--- config.mk ---
export PLATFORM = sky130hd
export DESIGN_NAME = uart_core_flat
export DESIGN_NICKNAME = d
export VERILOG_FILES = /design/src/rtl/uart_core_if.sv /design/src/rtl/uart_core.sv /design/src/flat_wrapper.sv
export SDC_FILE = /design/constraint.sdc
export NUM_CORES = 1
export LEC_CHECK = 0
export CAP_MARGIN = 20
export CORE_MARGIN = 3
export CORE_UTILIZATION = 40
export CTS_CLUSTER_SIZE = 10
export DETAILED_ROUTE_END_ITERATION = 6
export GPL_TIMING_DRIVEN = 0
export PLACE_DENSITY_LB_ADDON = 0.12
export REMOVE_ABC_BUFFERS = 1
export SYNTH_ARGS = -nofsm -noshare
export SYNTH_HDL_FRONTEND = slang
export SYNTH_SLANG_ARGS = --single-unit
export TNS_END_PERCENT = 1
--- constraint.sdc ---
create_clock -name clk -period 2.9 [get_ports clk]
set_input_delay 0.725 -clock clk [delete_from_list [all_inputs] [get_ports clk]]
set_output_delay 0.725 -clock clk [all_outputs]
set_load 0.02 [all_outputs]
--- src/rtl/uart_core_if.sv ---
//------------------------------------------------------------------------------
// uart_core_if : byte-stream handshakes between uart_core and its host.
// Rev 1.0
//------------------------------------------------------------------------------
`default_nettype none

interface uart_core_if #(
  parameter int DATA_BITS  = 8,
  parameter int FIFO_DEPTH = 16
);
  localparam int LW = $clog2(FIFO_DEPTH) + 1;

  logic [DATA_BITS-1:0] tx_data;
  logic                 tx_valid;
  logic                 tx_ready;
  logic [DATA_BITS-1:0] rx_data;
  logic                 rx_valid;
  logic                 rx_ready;
  logic                 rx_frame_err;
  logic                 rx_parity_err;
  logic                 rx_overrun;
  logic [LW-1:0]        tx_level;
  logic [LW-1:0]        rx_level;

  modport master (
    output tx_data, tx_valid, rx_ready,
    input  tx_ready, rx_data, rx_valid, rx_frame_err, rx_parity_err,
           rx_overrun, tx_level, rx_level
  );

  modport slave (
    input  tx_data, tx_valid, rx_ready,
    output tx_ready, rx_data, rx_valid, rx_frame_err, rx_parity_err,
           rx_overrun, tx_level, rx_level
  );
endinterface

`default_nettype wire

--- src/rtl/uart_core.sv ---
//------------------------------------------------------------------------------
// uart_core : full-duplex UART with FWFT TX/RX FIFOs and per-byte error flags.
// Rev 1.0
//------------------------------------------------------------------------------
`default_nettype none

module uart_core #(
  parameter int CLK_DIV    = 234,
  parameter int DATA_BITS  = 8,
  parameter int PARITY     = 0,
  parameter int STOP_BITS  = 1,
  parameter int FIFO_DEPTH = 16
) (
  input  logic       clk,
  input  logic       rst_n,
  input  logic       uart_rx,
  output logic       uart_tx,
  uart_core_if.slave bus
);
  localparam int AW = $clog2(FIFO_DEPTH);
  localparam int LW = AW + 1;
  localparam int CW = $clog2(CLK_DIV * STOP_BITS + 1);
  localparam int IW = $clog2(DATA_BITS);
  localparam int EW = DATA_BITS + 2;

  localparam logic [CW-1:0] c_BIT_END  = CW'(CLK_DIV - 1);
  localparam logic [CW-1:0] c_STOP_END = CW'(CLK_DIV * STOP_BITS - 1);
  localparam logic [CW-1:0] c_HALF     = CW'(CLK_DIV / 2);
  localparam logic [IW-1:0] c_LAST_BIT = IW'(DATA_BITS - 1);
  localparam logic [LW-1:0] c_FULL     = LW'(FIFO_DEPTH);
  localparam logic          c_HAS_PAR  = (PARITY != 0);
  localparam logic          c_ODD      = (PARITY == 1);

  typedef enum logic [2:0] {S_IDLE, S_START, S_DATA, S_PARITY, S_STOP} state_t;

  // ---------------- TX FIFO ----------------
  logic [DATA_BITS-1:0] r_txMem [FIFO_DEPTH];
  logic [AW-1:0]        r_txWr, r_txRd;
  logic [LW-1:0]        r_txLevel;
  logic                 w_txPush, w_txPop, w_txAvail;

  assign w_txPush  = bus.tx_valid && (r_txLevel != c_FULL);
  assign w_txAvail = (r_txLevel != '0);

  always_ff @(posedge clk) begin
    if (w_txPush) r_txMem[r_txWr] <= bus.tx_data;
  end

  always_ff @(posedge clk or negedge rst_n) begin
    if (!rst_n) begin
      r_txWr    <= '0;
      r_txRd    <= '0;
      r_txLevel <= '0;
    end else begin
      if (w_txPush) r_txWr <= r_txWr + 1'b1;
      if (w_txPop)  r_txRd <= r_txRd + 1'b1;
      r_txLevel <= r_txLevel + LW'(w_txPush) - LW'(w_txPop);
    end
  end

  // ---------------- TX FSM ----------------
  state_t               r_txState, w_txStateNext;
  logic [CW-1:0]        r_txCnt, w_txCntNext;
  logic [IW-1:0]        r_txIdx, w_txIdxNext;
  logic [DATA_BITS-1:0] r_txShift;
  logic                 r_txPar, r_txLine, w_txLineNext;

  always_comb begin
    w_txStateNext = r_txState;
    w_txCntNext   = r_txCnt + 1'b1;
    w_txIdxNext   = r_txIdx;
    w_txPop       = 1'b0;
    w_txLineNext  = 1'b1;
    unique case (r_txState)
      S_IDLE: begin
        w_txCntNext = '0;
        if (w_txAvail) begin
          w_txPop       = 1'b1;
          w_txStateNext = S_START;
        end
      end
      S_START: begin
        w_txLineNext = 1'b0;
        if (r_txCnt == c_BIT_END) begin
          w_txCntNext   = '0;
          w_txIdxNext   = '0;
          w_txStateNext = S_DATA;
        end
      end
      S_DATA: begin
        w_txLineNext = r_txShift[r_txIdx];
        if (r_txCnt == c_BIT_END) begin
          w_txCntNext = '0;
          if (r_txIdx == c_LAST_BIT) w_txStateNext = c_HAS_PAR ? S_PARITY : S_STOP;
          else                       w_txIdxNext   = r_txIdx + 1'b1;
        end
      end
      S_PARITY: begin
        w_txLineNext = r_txPar;
        if (r_txCnt == c_BIT_END) begin
          w_txCntNext   = '0;
          w_txStateNext = S_STOP;
        end
      end
      S_STOP: begin
        // Chain straight into the next START so queued bytes go out gap-free.
        if (r_txCnt == c_STOP_END) begin
          w_txCntNext = '0;
          if (w_txAvail) begin
            w_txPop       = 1'b1;
            w_txStateNext = S_START;
          end else begin
            w_txStateNext = S_IDLE;
          end
        end
      end
      default: w_txStateNext = S_IDLE;
    endcase
  end

  always_ff @(posedge clk or negedge rst_n) begin
    if (!rst_n) begin
      r_txState <= S_IDLE;
      r_txCnt   <= '0;
      r_txIdx   <= '0;
      r_txShift <= '0;
      r_txPar   <= 1'b0;
      r_txLine  <= 1'b1;
    end else begin
      r_txState <= w_txStateNext;
      r_txCnt   <= w_txCntNext;
      r_txIdx   <= w_txIdxNext;
      r_txLine  <= w_txLineNext;
      if (w_txPop) begin
        r_txShift <= r_txMem[r_txRd];
        r_txPar   <= (^r_txMem[r_txRd]) ^ c_ODD;
      end
    end
  end

  assign uart_tx = r_txLine;

  // ---------------- RX FSM ----------------
  state_t               r_rxState, w_rxStateNext;
  logic [CW-1:0]        r_rxCnt, w_rxCntNext;
  logic [IW-1:0]        r_rxIdx, w_rxIdxNext;
  logic [DATA_BITS-1:0] r_rxShift;
  logic                 r_rxMeta, r_rxSync, r_rxParBit, r_rxArmed;
  logic                 r_rxPush, r_rxOverrun;
  logic [EW-1:0]        r_rxEntry;
  logic                 w_takeBit, w_takePar, w_takeStop, w_rxParErr;

  assign w_rxParErr = c_HAS_PAR && (r_rxParBit != ((^r_rxShift) ^ c_ODD));

  always_comb begin
    w_rxStateNext = r_rxState;
    w_rxCntNext   = r_rxCnt + 1'b1;
    w_rxIdxNext   = r_rxIdx;
    w_takeBit     = 1'b0;
    w_takePar     = 1'b0;
    w_takeStop    = 1'b0;
    unique case (r_rxState)
      S_IDLE: begin
        w_rxCntNext = CW'(1);
        if (!r_rxSync && r_rxArmed) w_rxStateNext = S_START;
      end
      S_START: begin
        if (r_rxCnt == c_HALF) begin
          w_rxCntNext   = '0;
          w_rxIdxNext   = '0;
          w_rxStateNext = r_rxSync ? S_IDLE : S_DATA;
        end
      end
      S_DATA: begin
        if (r_rxCnt == c_BIT_END) begin
          w_rxCntNext = '0;
          w_takeBit   = 1'b1;
          if (r_rxIdx == c_LAST_BIT) w_rxStateNext = c_HAS_PAR ? S_PARITY : S_STOP;
          else                       w_rxIdxNext   = r_rxIdx + 1'b1;
        end
      end
      S_PARITY: begin
        if (r_rxCnt == c_BIT_END) begin
          w_rxCntNext   = '0;
          w_takePar     = 1'b1;
          w_rxStateNext = S_STOP;
        end
      end
      S_STOP: begin
        if (r_rxCnt == c_BIT_END) begin
          w_takeStop    = 1'b1;
          w_rxStateNext = S_IDLE;
        end
      end
      default: w_rxStateNext = S_IDLE;
    endcase
  end

  always_ff @(posedge clk or negedge rst_n) begin
    if (!rst_n) begin
      r_rxMeta   <= 1'b1;
      r_rxSync   <= 1'b1;
      r_rxState  <= S_IDLE;
      r_rxCnt    <= '0;
      r_rxIdx    <= '0;
      r_rxShift  <= '0;
      r_rxParBit <= 1'b0;
      r_rxArmed  <= 1'b1;
      r_rxPush   <= 1'b0;
      r_rxEntry  <= '0;
    end else begin
      r_rxMeta  <= uart_rx;
      r_rxSync  <= r_rxMeta;
      r_rxState <= w_rxStateNext;
      r_rxCnt   <= w_rxCntNext;
      r_rxIdx   <= w_rxIdxNext;
      r_rxPush  <= w_takeStop;
      if (w_takeBit) r_rxShift  <= {r_rxSync, r_rxShift[DATA_BITS-1:1]};
      if (w_takePar) r_rxParBit <= r_rxSync;
      if (w_takeStop) r_rxEntry <= {w_rxParErr, ~r_rxSync, r_rxShift};
      // A low stop bit disarms start detection until the line idles high,
      // so a held break produces a single entry.
      if (w_takeStop && !r_rxSync) r_rxArmed <= 1'b0;
      else if (r_rxSync)           r_rxArmed <= 1'b1;
    end
  end

  // ---------------- RX FIFO ----------------
  logic [EW-1:0] r_rxMem [FIFO_DEPTH];
  logic [AW-1:0] r_rxWr, r_rxRd;
  logic [LW-1:0] r_rxLevel;
  logic          w_rxPop, w_rxWrite, w_rxFull;
  logic [EW-1:0] w_rxHead;

  assign w_rxFull  = (r_rxLevel == c_FULL);
  assign w_rxPop   = (r_rxLevel != '0) && bus.rx_ready;
  assign w_rxWrite = r_rxPush && (!w_rxFull || w_rxPop);
  assign w_rxHead  = bus.rx_valid ? r_rxMem[r_rxRd] : '0;

  always_ff @(posedge clk) begin
    if (w_rxWrite) r_rxMem[r_rxWr] <= r_rxEntry;
  end

  always_ff @(posedge clk or negedge rst_n) begin
    if (!rst_n) begin
      r_rxWr      <= '0;
      r_rxRd      <= '0;
      r_rxLevel   <= '0;
      r_rxOverrun <= 1'b0;
    end else begin
      if (w_rxWrite) r_rxWr <= r_rxWr + 1'b1;
      if (w_rxPop)   r_rxRd <= r_rxRd + 1'b1;
      r_rxLevel   <= r_rxLevel + LW'(w_rxWrite) - LW'(w_rxPop);
      r_rxOverrun <= r_rxPush && w_rxFull && !w_rxPop;
    end
  end

  assign bus.tx_ready      = (r_txLevel != c_FULL);
  assign bus.tx_level      = r_txLevel;
  assign bus.rx_valid      = (r_rxLevel != '0);
  assign bus.rx_level      = r_rxLevel;
  assign bus.rx_data       = w_rxHead[DATA_BITS-1:0];
  assign bus.rx_frame_err  = w_rxHead[DATA_BITS];
  assign bus.rx_parity_err = w_rxHead[DATA_BITS+1];
  assign bus.rx_overrun    = r_rxOverrun;
endmodule

`default_nettype wire

--- src/flat_wrapper.sv ---
// flat-port wrapper written by rule: the top's interface ports become plain ports
module uart_core_flat 
#(
  parameter int CLK_DIV    = 234,
  parameter int DATA_BITS  = 8,
  parameter int PARITY     = 0,
  parameter int STOP_BITS  = 1,
  parameter int FIFO_DEPTH = 16
)
  (clk, rst_n, uart_rx, uart_tx, bus_tx_data, bus_tx_valid, bus_rx_ready, bus_tx_ready, bus_rx_data, bus_rx_valid, bus_rx_frame_err, bus_rx_parity_err, bus_rx_overrun, bus_tx_level, bus_rx_level);
  uart_core_if #(.DATA_BITS(DATA_BITS), .FIFO_DEPTH(FIFO_DEPTH)) bus_i ();
  input  logic clk;
  input  logic rst_n;
  input  logic uart_rx;
  output logic uart_tx;
  input wire logic [$bits(bus_i.tx_data)-1:0] bus_tx_data;
  input wire logic [$bits(bus_i.tx_valid)-1:0] bus_tx_valid;
  input wire logic [$bits(bus_i.rx_ready)-1:0] bus_rx_ready;
  output wire logic [$bits(bus_i.tx_ready)-1:0] bus_tx_ready;
  output wire logic [$bits(bus_i.rx_data)-1:0] bus_rx_data;
  output wire logic [$bits(bus_i.rx_valid)-1:0] bus_rx_valid;
  output wire logic [$bits(bus_i.rx_frame_err)-1:0] bus_rx_frame_err;
  output wire logic [$bits(bus_i.rx_parity_err)-1:0] bus_rx_parity_err;
  output wire logic [$bits(bus_i.rx_overrun)-1:0] bus_rx_overrun;
  output wire logic [$bits(bus_i.tx_level)-1:0] bus_tx_level;
  output wire logic [$bits(bus_i.rx_level)-1:0] bus_rx_level;
  assign bus_i.tx_data = bus_tx_data;
  assign bus_i.tx_valid = bus_tx_valid;
  assign bus_i.rx_ready = bus_rx_ready;
  assign bus_tx_ready = bus_i.tx_ready;
  assign bus_rx_data = bus_i.rx_data;
  assign bus_rx_valid = bus_i.rx_valid;
  assign bus_rx_frame_err = bus_i.rx_frame_err;
  assign bus_rx_parity_err = bus_i.rx_parity_err;
  assign bus_rx_overrun = bus_i.rx_overrun;
  assign bus_tx_level = bus_i.tx_level;
  assign bus_rx_level = bus_i.rx_level;
  uart_core #(.CLK_DIV(CLK_DIV), .DATA_BITS(DATA_BITS), .PARITY(PARITY), .STOP_BITS(STOP_BITS), .FIFO_DEPTH(FIFO_DEPTH)) u_core (.clk(clk), .rst_n(rst_n), .uart_rx(uart_rx), .uart_tx(uart_tx), .bus(bus_i));
endmodule
* Word-level counts from Yosys, hierarchy flattened
Memories as Yosys holds them, arrays and structs flattened.
Cells that the tools add are included.
** Cells by class
- Order comparisons :: 1
- Reduce and logical (&&, ||, !) cells :: 25
- Muxes and demuxes :: 45
- Add/subtract/negate cells :: 12
- Bitwise gates (word level) :: 1
- Equal/unequal tests :: 29
** Operators by type and width (count)
- $mux W3 :: 18
- $pmux W3 S5 :: 2
- $mux W8 :: 3
- $ne A2 B1 Y1 const B :: 12
- $pmux W8 S3 :: 1
- $add A4 B1 Y4 const B :: 4
- $add A8 B1 Y8 const B :: 2
- $eq A8 B8 Y1 const B :: 2
- $pmux W8 S2 :: 1
- $mux W1 :: 13
- $eq A3 B2 Y1 const B :: 4
- $eq A3 B3 Y1 const B :: 4
- $pmux W3 S2 :: 2
- $reduce_and A6 Y1 :: 2
- $add A5 B1 Y5 :: 2
- $mux W10 :: 1
- $reduce_bool A5 Y1 :: 2
- $sub A5 B1 Y5 :: 2
- $eq A8 B7 Y1 const B :: 1
- $reduce_and A4 Y1 :: 2
- $reduce_xor A8 Y1 :: 1
- $logic_and A1 B1 Y1 :: 7
- $add A3 B1 Y3 const B :: 2
- $eq A3 B1 Y1 const B :: 2
- 15 further kinds :: 21
** Word-level totals
- Bits in registers :: 86
- Output and inout bits :: 24
- Memories kept :: 2
- RAM bits :: 272
** Memories
- u_core.r_rxMem :: depth 16, bits a word 9, read ports 1, clocked after Yosys merged registers in 0, wr ports 1, RTL line uart_core.sv:229 : logic [EW-1:0] r_rxMem [FIFO_DEPTH];
- u_core.r_txMem :: depth 16, bits a word 8, read ports 1, clocked after Yosys merged registers in 0, wr ports 1, RTL line uart_core.sv:37 : logic [DATA_BITS-1:0] r_txMem [FIFO_DEPTH];

* Depth between registers and ports, before layout
- Depth in word-level cells :: 6
- Gate-level depth with buffers :: 16
- Depth with buffers taken out :: 15

* Least setup slack after synthesis
Ideal clock, no wire load.
- Path kind :: reg-to-output
- Start point :: reg u_core.r_rxRd[0]
- End point :: out bus_rx_frame_err
- Path buffers :: 2
- Setup slack :: 0.061 ns
- Arrival time :: 2.114 ns
- Cell stages (with the launch flop) :: 6
- Cells stage by stage :: dfrtp_1 > buf_2 > buf_2 > mux4_2 > mux4_2 > nor2b_1
** On the way
- Cells in the longest elaborated chain, start to end :: 2
** Ends and longest elaborated chain
- start, declared :: RTL line uart_core.sv:230 : logic [AW-1:0] r_rxWr, r_rxRd;
- start signal, assigned :: RTL line uart_core.sv:252 : if (w_rxPop) r_rxRd <= r_rxRd + 1'b1;
- $mem_v2 Z16 W9
- $mux W10 :: RTL line uart_core.sv:238 : assign w_rxHead = bus.rx_valid ? r_rxMem[r_rxRd] : '0;
- end, declared :: RTL line flat_wrapper.sv:22 : output wire logic [$bits(bus_i.rx_frame_err)-1:0] bus_rx_frame_err;
No other way between the ends.

* Worst setup path after layout
Ends and elaborated chain as after synthesis.

==> impl_metrics.csv <==
group,metric,value,unit
run_status,status,"finished with violations",
run_status,failed_checks,"setup timing",
power_and_ir_drop,p_clk_share,36.6,%
cells_and_area,num_antenna_cells,0,
global_route,grt_max_degree,47,
yosys,synth-edff-count,272,
clock_tree,h-tree-depth,2,
clock_tree,numCtsBuffers,42,
yosys,synthesis.area,0.0146,mm²
yosys,synth_top_area_cell,"edfxtp_1",
sta,slew_viol_final,0,
sta,worst_slack,-352,ps
clock_tree,clockBufferDepth,3,
worst_setup_path,critPathRequiredTime,2170,ps
placement,post-dp-hpwl,17.9,mm
detailed_routing,drc,0,
cells_and_area,layoutNonFillerInstCount,1395,
power_and_ir_drop,ir_drop,0.450,mV
floorplanning,initial_core_util,40.8,%
yosys,async_reset_ff_share,24.0,%
yosys,syn_inst,848,
worst_setup_path,crit_type,"flop to primary output",
sta,worst_slew_pin_slew,1040,ps
detailed_routing,drt_iter0_drc,353,
global_route,antenna_found_initial,0,
clock_tree,clock-root-buffer,"clkbuf_16",
power_and_ir_drop,p_sw_share,25.9,%
clock_tree,clock-sinks,358,
flow_run,maxCapViolations,0,
worst_setup_path,worstSetupEndpointType,"primary output",
detailed_routing,ant_nets,0,
cells_and_area,areaGrowthSynthToFinish,15.2,%
power_and_ir_drop,p_leak,0.00643,µW
floorplanning,io_pins,37,
sta,max_freq,308,MHz
sta,slew_headroom,30.2,%
power_and_ir_drop,comb_power_share,16.1,%
worst_setup_path,worstRegToRegCells,13,
cells_and_area,fillers,2987,
cells_and_area,drive_gt1_share,18.3,%
worst_setup_path,path_max_fanout,13,
placement,placedCellCount,1313,
yosys,syn_area_per_cell,17.3,µm²
placement,place_ws,-646,ps
global_route,grt_pass1_vias,7603,
sta,finalCritPeriodShare,112,%
clock_tree,clk_latency,530,ps
global_route,grt_pass1_wl,43.1,mm
power_and_ir_drop,pwr_density_cell,777,mW/mm²
placement,place.gp.congestion,0.747,
floorplanning,die_w,197,µm
placement,portBuffers,35,
global_route,track_usage,14.4,%
floorplanning,rows,69,
yosys,synthTopCellsByArea,"edfxtp_1 (56%), dfrtp_1 (14%), mux4_2 (10%)",
yosys,synth_seq_cells,358,
yosys,synth.distinct_cells,51,
worst_hold_path,hp-class,"input port to async pin",
detailed_routing,dr_total_vias,7244,
sta,skew,9.76,ps
detailed_routing,wl_per_cell,19.7,µm
detailed_routing,avgViaCountPerCell,5.19,
global_route,grt_overflow,0,
yosys,yosysSeqAreaShare,70.5,%
sta,rsz0062_at_grt,"yes",
power_and_ir_drop,fin_total_pwr,13100,µW
power_and_ir_drop,p_sw,3390,µW
worst_setup_path,crit_arrival,2530,ps
power_and_ir_drop,p_seq_share,47.3,%
yosys,synth_warnings,0,
sta,setup_viol,10,
clock_tree,clk_pin_slew,60,ps
sta,hold_violations,0,
detailed_routing,routed_wl,27.5,mm
worst_setup_path,start_kind,"flop",
yosys,yosys_most_used_dff,"edfxtp_1",
clock_tree,cts_tree,"done",
floorplanning,core_area,0.0358,mm²
sta,min_period,3250,ps
floorplanning,dieArea,0.0389,mm²
floorplanning,fp.dieH,197,µm
yosys,synth_top_area_share,55.8,%
cells_and_area,design_area,0.0169,mm²
sta,holdWs,217,ps
detailed_routing,firstDrtPassIters,4,
clock_tree,holdBufCountCts,0,
cells_and_area,nets,945,
power_and_ir_drop,power.internal,9700,µW
placement,placed_area,0.0155,mm²
## cells in the mapped netlist (4+ instances only)
library cell,count
edfxtp_1,272
nand2_1,90
dfrtp_1,82
mux4_2,68
nor2_1,56
ha_1,30
xnor2_1,26
inv_1,23
clkbuf_1,22
a22oi_1,14
nand3_1,13
nor2b_1,12
xor2_1,12
mux2_2,11
mux4_1,11
nor3_1,10
o21ai_0,10
a21oi_1,8
nand2b_1,8
buf_2,7
nand4_1,6
buf_1,5
mux2i_1,5
a21o_1,4
and3_1,4
dfstp_2,4
## cells in the final DEF, fill, tap and decap left out, types with 9 or more instances in the layout
cell,instances
clkdlybuf4s50_1,25
o21ai_0,9
a22oi_1,14
mux2_2,11
clkbuf_16,42
mux4_1,11
mux4_2,68
inv_1,22
dfrtp_1,78
nor2b_1,11
nand2_1,89
nor2_1,55
nand3_1,13
xor2_1,12
ha_1,30
xnor2_1,26
edfxtp_1,272
clkbuf_1,29
## state kept, by name (all words and copies together) (netlist names), 3 cells and up
| name | cells |
|---|---|
| u_core.bus.tx_level | 5 |
| u_core.bus.rx_level | 5 |
| u_core.r_rxMem | 144 |
| u_core.r_rxWr | 4 |
| u_core.r_rxEntry | 9 |
| u_core.r_rxCnt | 8 |
| u_core.r_rxShift | 8 |
| u_core.r_rxRd | 4 |
| u_core.r_txMem | 128 |
| u_core.r_rxState | 3 |
| u_core.r_rxIdx | 3 |
| u_core.r_txCnt | 8 |
| u_core.r_txShift | 8 |
| u_core.r_txWr | 4 |
| u_core.r_txState | 3 |
| u_core.r_txIdx | 3 |
| u_core.r_txRd | 4 |
## power groups by stage
stage / Clock (µW) / Combinational [µW] / Sequential (µW)
after floorplan: 0 / 1120 / 6440
after global placement: 0 / 1620 / 6520
after detailed placement: 0 / 1970 / 6340
after CTS: 4940 / 2250 / 6200
after global routing: 5160 / 2330 / 6240
final: 4790 / 2110 / 6200
## final timing paths
path / slack, ps / to / start
max in group asynchronous: 1950 / u_core.r_rxMeta$_DFF_PN1_ / rst_n
max reg2reg: 80 / u_core.bus.rx_level[4]$_DFF_PN0_ / u_core.bus.rx_level[3]$_DFF_PN0_
max: -350 / bus_rx_frame_err / u_core.r_rxRd[0]$_DFFE_PN0P_
min reg2reg: 360 / u_core.r_rxSync$_DFF_PN1_ / u_core.r_rxMeta$_DFF_PN1_
min: 220 / u_core.r_txWr[3]$_DFFE_PN0N_ / rst_n
min in group clk: 360 / u_core.r_rxSync$_DFF_PN1_ / u_core.r_rxMeta$_DFF_PN1_
## what timing repair did
action,in CTS,in global routing
endpoints found under the setup margin,18,12
cloned,2,0
resized for setup,50,11
setup buffers,3,2
## logic make-up after synthesis
kind of cell,share of synthesized area [%]
compound gates,2.26
fa+ha+maj,2.91
mux,13.6
xor+xnor,2.27
simple gates,6.42
buf+inv,1.94
flops,70.5
other cells,0.0256
## per-stage QoR
stage                     utilization [%]  setup TNS [ps]
after global placement               42.9         -244930
after CTS                            47.1           -4110
after detailed placement             43.3          -32450
final                                47.0           -3070
after global routing                 47.0           -3950
after floorplan                         -           -6340
## critical path, cell delays in order (launching register included)
cell,delay [ps]
dfrtp_4,490
buf_12,180
mux4_2,540
mux4_2,470
nor2b_1,140
buf_2,170
## routing by layer
metal / track usage [%] / vias up / wire [µm]
li1: - / 3349 / -
met1: 18.6 / 3741 / 11700
met2: 25.3 / 109 / 14100
met3: 2.35 / 45 / 1020
met4: 4.09 / 0 / 621
met5: 0 / - / 0
## cell type report
type                       instances  area [µm²]  area share [%]
sequential                       358       10300            61.3
tap                              461         577            3.42
multi-input combinational        427        4080            24.2
timing repair buffer              47         494            2.93
clock buffer                      75        1210            7.21
inverter                          24        97.6           0.579
clock inverter                     3        62.6           0.371
(Power assumes the default switching activity.)
